==> config.mk <==
export PLATFORM = sky130hd
export DESIGN_NAME = opc_mem_arbiter
export DESIGN_NICKNAME = d
export VERILOG_FILES = /design/src/rtl/opc_mem_arbiter.sv
export SDC_FILE = /design/constraint.sdc
export NUM_CORES = 1
export LEC_CHECK = 0
export CORE_MARGIN = 2
export CORE_UTILIZATION = 42
export DETAILED_ROUTE_END_ITERATION = 6
export PLACE_DENSITY = 0.83
export REMOVE_ABC_BUFFERS = 1
export SLEW_MARGIN = 20
export SYNTH_ARGS = -nofsm -noshare
export SYNTH_HDL_FRONTEND = slang
export SYNTH_SLANG_ARGS = --single-unit
==> constraint.sdc <==
create_clock -name clk -period 2.5 [get_ports clk]
set_clock_uncertainty 0.2 [all_clocks]
set_input_delay 0.375 -clock clk [delete_from_list [all_inputs] [get_ports clk]]
set_output_delay 0.375 -clock clk [all_outputs]
set_load 0.05 [all_outputs]
==> src/rtl/opc_mem_arbiter.sv <==
// opc_mem_arbiter: shares one 16-bit x 64K-word memory between two masters.
//   m0 (CPU) has priority; m1 (loader/DMA/debug) wins when m0 is idle or
//   after MAX_STARVE consecutive lost arbitrations.
// Ports:
//   clk, reset                       clock, async active-high reset
//   m0_req/rnw/addr/wdata, m0_ack    CPU request and one-cycle completion
//   m1_req/rnw/addr/wdata, m1_ack    loader request and one-cycle completion
//   rdata                            read data for the acked master
//   mem_ceb/oeb/rnw/addr/wdata       memory-side controls (ceb/oeb active low)
//   mem_rdata                        memory read data
//   busy                             high in ACCESS and ACK
//   owner                            index of the current or last granted master
module opc_mem_arbiter #(
  parameter int unsigned ACC_CYCLES = 1,
  parameter int unsigned MAX_STARVE = 4
) (
  input  logic        clk,
  input  logic        reset,
  input  logic        m0_req,
  input  logic        m0_rnw,
  input  logic [15:0] m0_addr,
  input  logic [15:0] m0_wdata,
  output logic        m0_ack,
  input  logic        m1_req,
  input  logic        m1_rnw,
  input  logic [15:0] m1_addr,
  input  logic [15:0] m1_wdata,
  output logic        m1_ack,
  output logic [15:0] rdata,
  output logic        mem_ceb,
  output logic        mem_oeb,
  output logic        mem_rnw,
  output logic [15:0] mem_addr,
  output logic [15:0] mem_wdata,
  input  logic [15:0] mem_rdata,
  output logic        busy,
  output logic        owner
);

  localparam int unsigned CW = 4;
  localparam logic [CW-1:0] CNT_LOAD  = CW'(ACC_CYCLES - 1);
  localparam logic [CW-1:0] STARVE_LIM = CW'(MAX_STARVE);
  localparam logic [CW-1:0] CNT_MAX   = '1;

  typedef enum logic [1:0] {
    IDLE   = 2'd0,
    ACCESS = 2'd1,
    ACK    = 2'd2
  } state_t;

  state_t        state, state_d;
  logic [CW-1:0] cnt, cnt_d;
  logic [CW-1:0] starve, starve_d;
  logic          ceb_d, oeb_d, rnw_d, m0_ack_d, m1_ack_d, busy_d, owner_d;
  logic [15:0]   addr_d, wdata_d, rdata_d;
  logic          m1_win;

  // State and output registers; reset deselects memory immediately.
  always_ff @(posedge clk or posedge reset) begin
    if (reset) begin
      state     <= IDLE;
      cnt       <= '0;
      starve    <= '0;
      mem_ceb   <= 1'b1;
      mem_oeb   <= 1'b1;
      mem_rnw   <= 1'b1;
      mem_addr  <= '0;
      mem_wdata <= '0;
      rdata     <= '0;
      m0_ack    <= 1'b0;
      m1_ack    <= 1'b0;
      busy      <= 1'b0;
      owner     <= 1'b0;
    end else begin
      state     <= state_d;
      cnt       <= cnt_d;
      starve    <= starve_d;
      mem_ceb   <= ceb_d;
      mem_oeb   <= oeb_d;
      mem_rnw   <= rnw_d;
      mem_addr  <= addr_d;
      mem_wdata <= wdata_d;
      rdata     <= rdata_d;
      m0_ack    <= m0_ack_d;
      m1_ack    <= m1_ack_d;
      busy      <= busy_d;
      owner     <= owner_d;
    end
  end

  // Next-state and next-output logic.
  always_comb begin
    state_d  = state;
    cnt_d    = cnt;
    starve_d = starve;
    ceb_d    = mem_ceb;
    oeb_d    = mem_oeb;
    rnw_d    = mem_rnw;
    addr_d   = mem_addr;
    wdata_d  = mem_wdata;
    rdata_d  = rdata;
    m0_ack_d = 1'b0;
    m1_ack_d = 1'b0;
    busy_d   = busy;
    owner_d  = owner;
    m1_win   = 1'b0;

    case (state)
      IDLE: begin
        m1_win = m1_req && (!m0_req || (starve >= STARVE_LIM));
        // Count only arbitrations m1 actually lost; anything else clears.
        if (m1_req && m0_req && !m1_win) begin
          starve_d = (starve == CNT_MAX) ? starve : CW'(starve + CW'(1));
        end else begin
          starve_d = '0;
        end
        if (m0_req || m1_req) begin
          owner_d = m1_win;
          addr_d  = m1_win ? m1_addr  : m0_addr;
          wdata_d = m1_win ? m1_wdata : m0_wdata;
          rnw_d   = m1_win ? m1_rnw   : m0_rnw;
          oeb_d   = !(m1_win ? m1_rnw : m0_rnw);
          ceb_d   = 1'b0;
          busy_d  = 1'b1;
          cnt_d   = CNT_LOAD;
          state_d = ACCESS;
        end
      end

      ACCESS: begin
        if (cnt == '0) begin
          if (mem_rnw) begin
            rdata_d = mem_rdata;
          end
          // Return to read direction so mem_rnw is low only inside ACCESS.
          ceb_d    = 1'b1;
          oeb_d    = 1'b1;
          rnw_d    = 1'b1;
          m0_ack_d = !owner;
          m1_ack_d = owner;
          state_d  = ACK;
        end else begin
          cnt_d = CW'(cnt - CW'(1));
        end
      end

      ACK: begin
        busy_d  = 1'b0;
        state_d = IDLE;
      end

      default: begin
        state_d = IDLE;
      end
    endcase
  end

endmodule

==> results of run 1 <==
-- cell type report --
cell class | count | area [µm²]
flip-flops and latches | 65 | 1630
repair buffers | 153 | 1500
clock inverters | 5 | 80.1
well taps | 99 | 124
fillers | 562 | 2390
multi-input cells | 198 | 1370
clock buffers | 11 | 141
inverters | 6 | 22.5
-- how the worst max path moves through the flow --
stage	from	to	slack, ns	cells past startpoint
6_report	mem_rnw	mem_rnw	0.20	1
5_1_grt	mem_rnw	mem_rnw	0.14	1
4_1_cts	mem_rnw	mem_rnw	0.19	1
3_5_place_dp	m0_req	mem_addr[7]	0.25	5
3_3_place_gp	m0_req	mem_addr[9]	0.28	5
2_1_floorplan	state[1]	cnt[2]	-1.01	3
-- power groups by stage --
stage,logic [µW],clock network (µW),registers (µW)
floorplan,1270,0,3380
global placement,4150,0,1860
detailed placement,4220,0,1890
CTS,4240,1000,1880
global route,4460,1060,1950
finish,4210,984,1880
-- metal layers --
metal	routed length [µm]	global-route usage, %	vias to the layer above	part of all wire [%]
met2	4410	36.9	124	48
met3	494	5.43	16	5.4
met4	189	8.46	0	2.1
met5	0	0	-	0
li1	-	-	1397	-
met1	4000	30.0	1448	44
-- Yosys cell counts, drive strengths merged --
cell    instances  area (µm²)
dfrtp          62        1550
o21ai          39         195
nand3          37         198
o211ai         33         248
nand4          32         200
clkbuf         18        68.8
mux2           18         240
buf            13        70.1
inv             6        22.5
nor2            6        22.5
nand2           5        18.8
dfstp           3        78.8
ha              3        37.5
nor3b           3        33.8
and2            2        12.5
nand2b          2        12.5
or2             2        12.5
or3b            2        17.5
a21o            1        7.51
a21oi           1        5.00
a22oi           1        7.51
a311o           1        10.0
a311oi          1        8.76
a32oi           1        8.76
and2b           1        7.51
and3            1        6.26
nor3            1        5.00
nor4b           1        8.76
o22ai           1        6.26
o32a            1        10.0
or3             1        6.26
or4             1        7.51
-- cell families (layout without fill, tap and decap cells) --
| kind of cell | count (synthesis) | in the layout | synth area share (%) |
|---|---|---|---|
| AO/OA/AOI/OAI | 80 | 80 | 16.1 |
| flip-flops | 65 | 65 | 51.8 |
| AND/OR/NAND/NOR | 97 | 97 | 18.1 |
| buffers and inverters | 37 | 175 | 5.13 |
| multiplexers | 18 | 18 | 7.64 |
| adder cells (fa/ha/maj) | 3 | 3 | 1.19 |
-- flip-flops by register name, indices dropped and copies added, names as in the netlist --
register,cells
mem_addr,16
mem_wdata,16
rdata,16
cnt,4
starve,4
state,2
busy,1
m0_ack,1
m1_ack,1
mem_ceb,1
mem_oeb,1
mem_rnw,1
owner,1
-- per-stage QoR --
stage	util (%)	hold WS [ns]	setup slack, ns	cells
floorplan	-	0.254	-1.01	269
global placement	64.0	0.273	0.284	521
detailed placement	64.0	0.283	0.248	521
CTS	67.1	0.238	0.189	537
global route	67.1	0.272	0.139	537
finish	67.1	0.239	0.202	537
==> run summary, run 1 <==
The run finished with clean final reports. The switching power is 3360 µW. The placeable core area is 7250 µm². The die footprint is 8200 µm².

Summing all non-filler instances in the final layout gives an area of 4860 µm². The power after layout came out at 7070 µW. The level count of the clock H-tree came out at 3. For this run, the slowest stage of the critical path takes 0.83 ns. The CTS sink count is 65. The worst setup path is captured at a primary output. Setup repair after global routing left no endpoint under its margin. The final period utilization is 91.9%. The CTS tree is done. The kind of cell with the highest combined delay along the critical path is buffers and inverters. The total power density per cell area came out at 1450 nW/µm².

Across every metal layer, demand over resource in global routing totals 22.9%. The headroom to the max-slew limit came out at 64.4%. The wire length of the first global-routing pass is 15.0 mm. The buffers plus inverters on the worst setup path is 1.

Traced cell by cell, the critical path runs through clkdlybuf4s50_1. The post-CTS setup buffer count is 0. In the layout the commonest cells are sky130_fd_sc_hd__clkdlybuf4s50_1 (140), sky130_fd_sc_hd__dfrtp_1 (62), sky130_fd_sc_hd__o21ai_0 (39), sky130_fd_sc_hd__nand3_1 (36), sky130_fd_sc_hd__o211ai_1 (33). The initial antenna violation count came out at 0.

The maximum clock path buffer count came out at 2. The capture point of the worst reg-to-reg path is rdata[3]. The worst voltage drop across the vdd grid came out at 710 µV. The data arrival time of the worst path came out at 1.72 ns. The number of buffers added on ports came out at 140. The pin count of the biggest net entering global routing came out at 37.

For the worst setup path, the data required time is 1.92 ns. The clock transition at the registers of the reported paths came out at 0.08 ns. The leakage power is 0.00192 µW. The sequential share of power came out at 26.6%.

The highest fanout seen on the critical path is 3. The total placed instance area is 4640 µm². Post-CTS repair changed the size of 0 cells. The synthesized area per cell came out at 10.5 µm². The remaining number of nets flagged by the antenna check after routing came out at 0. By startpoint and endpoint, the worst setup path is classified as flop to primary output. The number of clock buffers added by TritonCTS is 9.

The post-route minimum period came out at 2.30 ns. The relative contribution of the clock network to total power came out at 13.9%. The clock latency of the later-clocked register in the worst-skew pair is 0.33 ns.

The tree is rooted in a sky130_fd_sc_hd__clkbuf_8. The final-report max-slew violation count was 0. Leaving out fill and tap cells, the most frequent cell in the layout is sky130_fd_sc_hd__clkdlybuf4s50_1. The sequential element share of the synthesized area is 51.8%. The initial utilization of the core area, before any placement, comes to 43.4%. The type of the tightest min-delay check is primary input to asynchronous set/reset pin. The die is 90.5 µm tall.

The detailed router placed 2985 vias in this run. The hold violation total from the final report came out at 0. The fmax is 435 MHz.

The summed instance area of the synthesized netlist is 3150 µm². The number of top-level pins is 141. The number of cells produced by synthesis came out at 300. The count of hold buffers inserted by post-cts repair is 0. Of the total power, the share spent switching nets is 47.6%. The cell type of the slowest stage on the worst timing path is sky130_fd_sc_hd__clkdlybuf4s50_1. The number of nets in the layout is 522. The number of different library cells in the post-synthesis netlist is 40. The HPWL after detailed placement is 6.49 mm. The layout overhead on the synthesized area came out at 54.6%. The number of max-capacitance violations reported is 0.

The startpoint identified for the worst register-to-register timing path is cnt[0]. The detailed router's first-iteration violation count is 151. The total iterations of the first detailed-routing run is 4. The via count of the first global-routing pass came to 3021. The number of cells on the worst reg-to-reg path is 5. The die width came out at 90.5 µm. Setup violations remaining at the end of the flow were counted as 0.

The number of diodes added for antenna fixing is 0. The final weighted congestion of routability-driven global placement is 0.788. The internal power is 3710 µW. The total overflow reported by the global router came out at 0.

Dividing the detail-routed via count by the number of cells gives 5.56. During synthesis, Yosys emitted a total of 0 warnings. The setup TNS after final layout is 0 ns. The post-detailed-routing wire length came out at 9.09 mm.

At the pin with the least slew margin, the transition time is 0.532 ns. The wire length per cell after detailed routing is 16.9 µm. The initialized floorplan defines 31 standard-cell rows. The post-route netlist has 13.2% of its cells at a drive strength greater than 1.

The worst setup path is launched from a flop. The worst-case register-to-register setup slack is 0.51 ns. The share of power burned in combinational logic is 59.5%. The post-route DRC violation count is 0.

In this run, synthesis produced a sequential element count of 65.
Note: power is estimated with default switching activity, not from simulation.
==> inputs of run 2 (changes only) <==
Settings changed: GPL_ROUTABILITY_DRIVEN set to 0.
==> results of run 2 <==
The final DEF is identical to that of run 1; final timing and power are the same.
==> inputs of run 3 (changes only) <==
Settings changed: CTS_BUF_LIST set to sky130_fd_sc_hd__clkbuf_8 sky130_fd_sc_hd__clkbuf_16.
==> run summary, run 3 (synthesis gave the netlist of run 1 again) <==
The run finished with clean final reports. The total iterations of the first detailed-routing run came out at 4 (unchanged). The clock transition at the registers of the reported paths is 0.07 ns (about the same). The buffers plus inverters on the worst setup path is 1 (unchanged). The total power density per cell area is 1450 nW/µm² (about the same). The kind of cell with the highest combined delay along the critical path is buffers and inverters. The highest fanout seen on the critical path is 3 (unchanged). The most frequent standard cell in the layout excluding fill and tap cells is sky130_fd_sc_hd__clkdlybuf4s50_1. The number of nets in the layout is 522 (unchanged). The via count of the first global-routing pass was 3021 (unchanged). The vias per cell came out at 5.56 (+0.10%). The worst voltage drop across the vdd grid is 709 µV (about the same). The number of diodes added for antenna fixing came out at 0 (unchanged). The level count of the clock H-tree came to 3 (unchanged). The fmax came to 435 MHz (about the same).

The post-route minimum period came out at 2.30 ns (+0.000540 ns). The initial antenna violation count is 0 (unchanged). The transition time at the pin with the least slew margin is 0.532 ns (+0.000000596 ns). The final number of setup-violating endpoints came to 0 (unchanged).

The die footprint is 8200 µm² (unchanged). The power after layout is 7060 µW (about the same). Leaving out fill and tap cells, the most frequent cells in the layout are sky130_fd_sc_hd__clkdlybuf4s50_1 (140), sky130_fd_sc_hd__dfrtp_1 (62), sky130_fd_sc_hd__o21ai_0 (39), sky130_fd_sc_hd__nand3_1 (36), sky130_fd_sc_hd__o211ai_1 (33). The delay of the slowest critical-path stage came out at 0.83 ns (about the same). The final core area utilization came out at 67.1% (unchanged). The number of buffers added on ports was 140 (unchanged). The final-report max-slew violation count came to 0 (unchanged).

The final period utilization came to 91.9% (about the same). The pin count of the biggest net entering global routing came out at 37 (unchanged). The number of inserted filler cells in the final layout came to 562 (unchanged).

The worst setup path is launched from a flop. The instance count after placement with tap cells included came out at 521 (unchanged). The post-detailed-routing wire length is 9.06 mm (-0.35%). The number of max-capacitance violations reported came out at 0 (unchanged). The register area came out at 1630 µm² (unchanged). The number of cells in the finished layout apart from fillers is 537 (unchanged).

The ratio of cells with drive above 1 in the final layout came to 13.2% (unchanged). The footprint of the multi-input gates came out at 1370 µm² (unchanged). The via count is 2988 (+0.10%). The number of top-level pins is 141 (unchanged). The count of hold buffers inserted by post-cts repair was 0 (unchanged). Walking the worst path, the cells encountered are clkdlybuf4s50_1. The wire length per cell after detailed routing came out at 16.9 µm (-0.35%). The leakage power came out at 0.00192 µW (+0.22%). The post-route DRC violation count is 0 (unchanged).

The clock latency of the later-clocked register in the worst-skew pair came out at 0.33 ns (about the same). The placeable core area is 7250 µm² (unchanged). Among all stages on the critical path, the largest delay is contributed by sky130_fd_sc_hd__clkdlybuf4s50_1.

The critical path is of the flop to primary output type. Setup repair after global routing left no endpoint under its margin. The data arrival time of the worst path came out at 1.72 ns (about the same).

The layout overhead on the synthesized area came out at 54.6% (unchanged). The vertical die dimension is 90.5 µm (unchanged). The worst-case register-to-register setup slack came out at 0.50 ns (about the same). The worst setup path is captured at a primary output. The maximum clock path buffer count came out at 2 (unchanged).

The largest registers in the layout are mem_addr (16), mem_wdata (16), rdata (16). The detailed router's first-iteration violation count came to 150 (-0.66%). The die width came out at 90.5 µm (unchanged). The number of buffers created by CTS came out at 9 (unchanged). The total overflow reported by the global router is 0 (unchanged).

The total half-perimeter wirelength after legalization and detailed placement is 6.49 mm (unchanged). The total placed instance area came to 4640 µm² (unchanged). The wire length of the first global-routing pass came out at 15.0 mm (unchanged). The post-CTS setup buffer count came to 0 (unchanged). Clock tree synthesis selected as its root buffer the cell sky130_fd_sc_hd__clkbuf_8. The headroom to the max-slew limit came out at 64.4% (about the same).

The initial cell density of the core is 43.4% (unchanged). The total routing resource utilization after global routing came out at 22.9% (unchanged). The setup TNS after final layout is 0 ns (unchanged).

TritonCTS built the clock tree. The CTS sink count was 65 (unchanged). The site row count came to 31 (unchanged). In this run the worst hold path is classified as primary input to asynchronous set/reset pin. The remaining number of nets flagged by the antenna check after routing came out at 0 (unchanged). The final instance area came out at 4860 µm² (unchanged). The hold violation total from the final report came to 0 (unchanged).

The number of gates given a new drive strength after cts is 0 (unchanged). The required time of the critical path was 1.92 ns (about the same).
## run 3: cell type report
class	count	area share [%]
clock buffer	10	2.83
tap	99	2.55
timing repair buffer	153	30.8
multi-input combinational	198	28.1
sequential	65	33.5
clock inverter	6	1.72
inverter	6	0.463
## run 3: metrics by stage
step | setup slack, ns | hold slack, ns
after floorplan | -1.01 | 0.254
after global placement | 0.284 | 0.273
after detailed placement | 0.248 | 0.283
after CTS | 0.189 | 0.238
after global routing | 0.139 | 0.272
final | 0.202 | 0.239
## run 3: path summary, 6_finish.rpt
kind                                start   endpoint  cells after the start
min in group clk                starve[1]  starve[1]                      2
worst max register to register     cnt[0]   rdata[3]                      5
worst max-delay path              mem_rnw    mem_rnw                      1
worst min register to register  starve[1]  starve[1]                      2
max in group asynchronous           reset    mem_rnw                      3
worst min-delay path                reset     m1_ack                      3
## run 3: power by group
| group | switching (µW) | internal [µW] | total [µW] |
|---|---|---|---|
| Sequential | 304 | 1580 | 1880 |
| Combinational | 2660 | 1540 | 4210 |
| Clock | 396 | 583 | 979 |
| Total | 3360 | 3700 | 7060 |
## run 3: routing by layer
layer  GRT usage, %  vias to the layer above  part of all wire, %
met2           36.9                      132                   48
met4           8.46                        0                  2.2
li1               -                     1398                    -
met1           30.0                     1440                   44
met5              0                        -                    0
met3           5.43                       18                  5.7
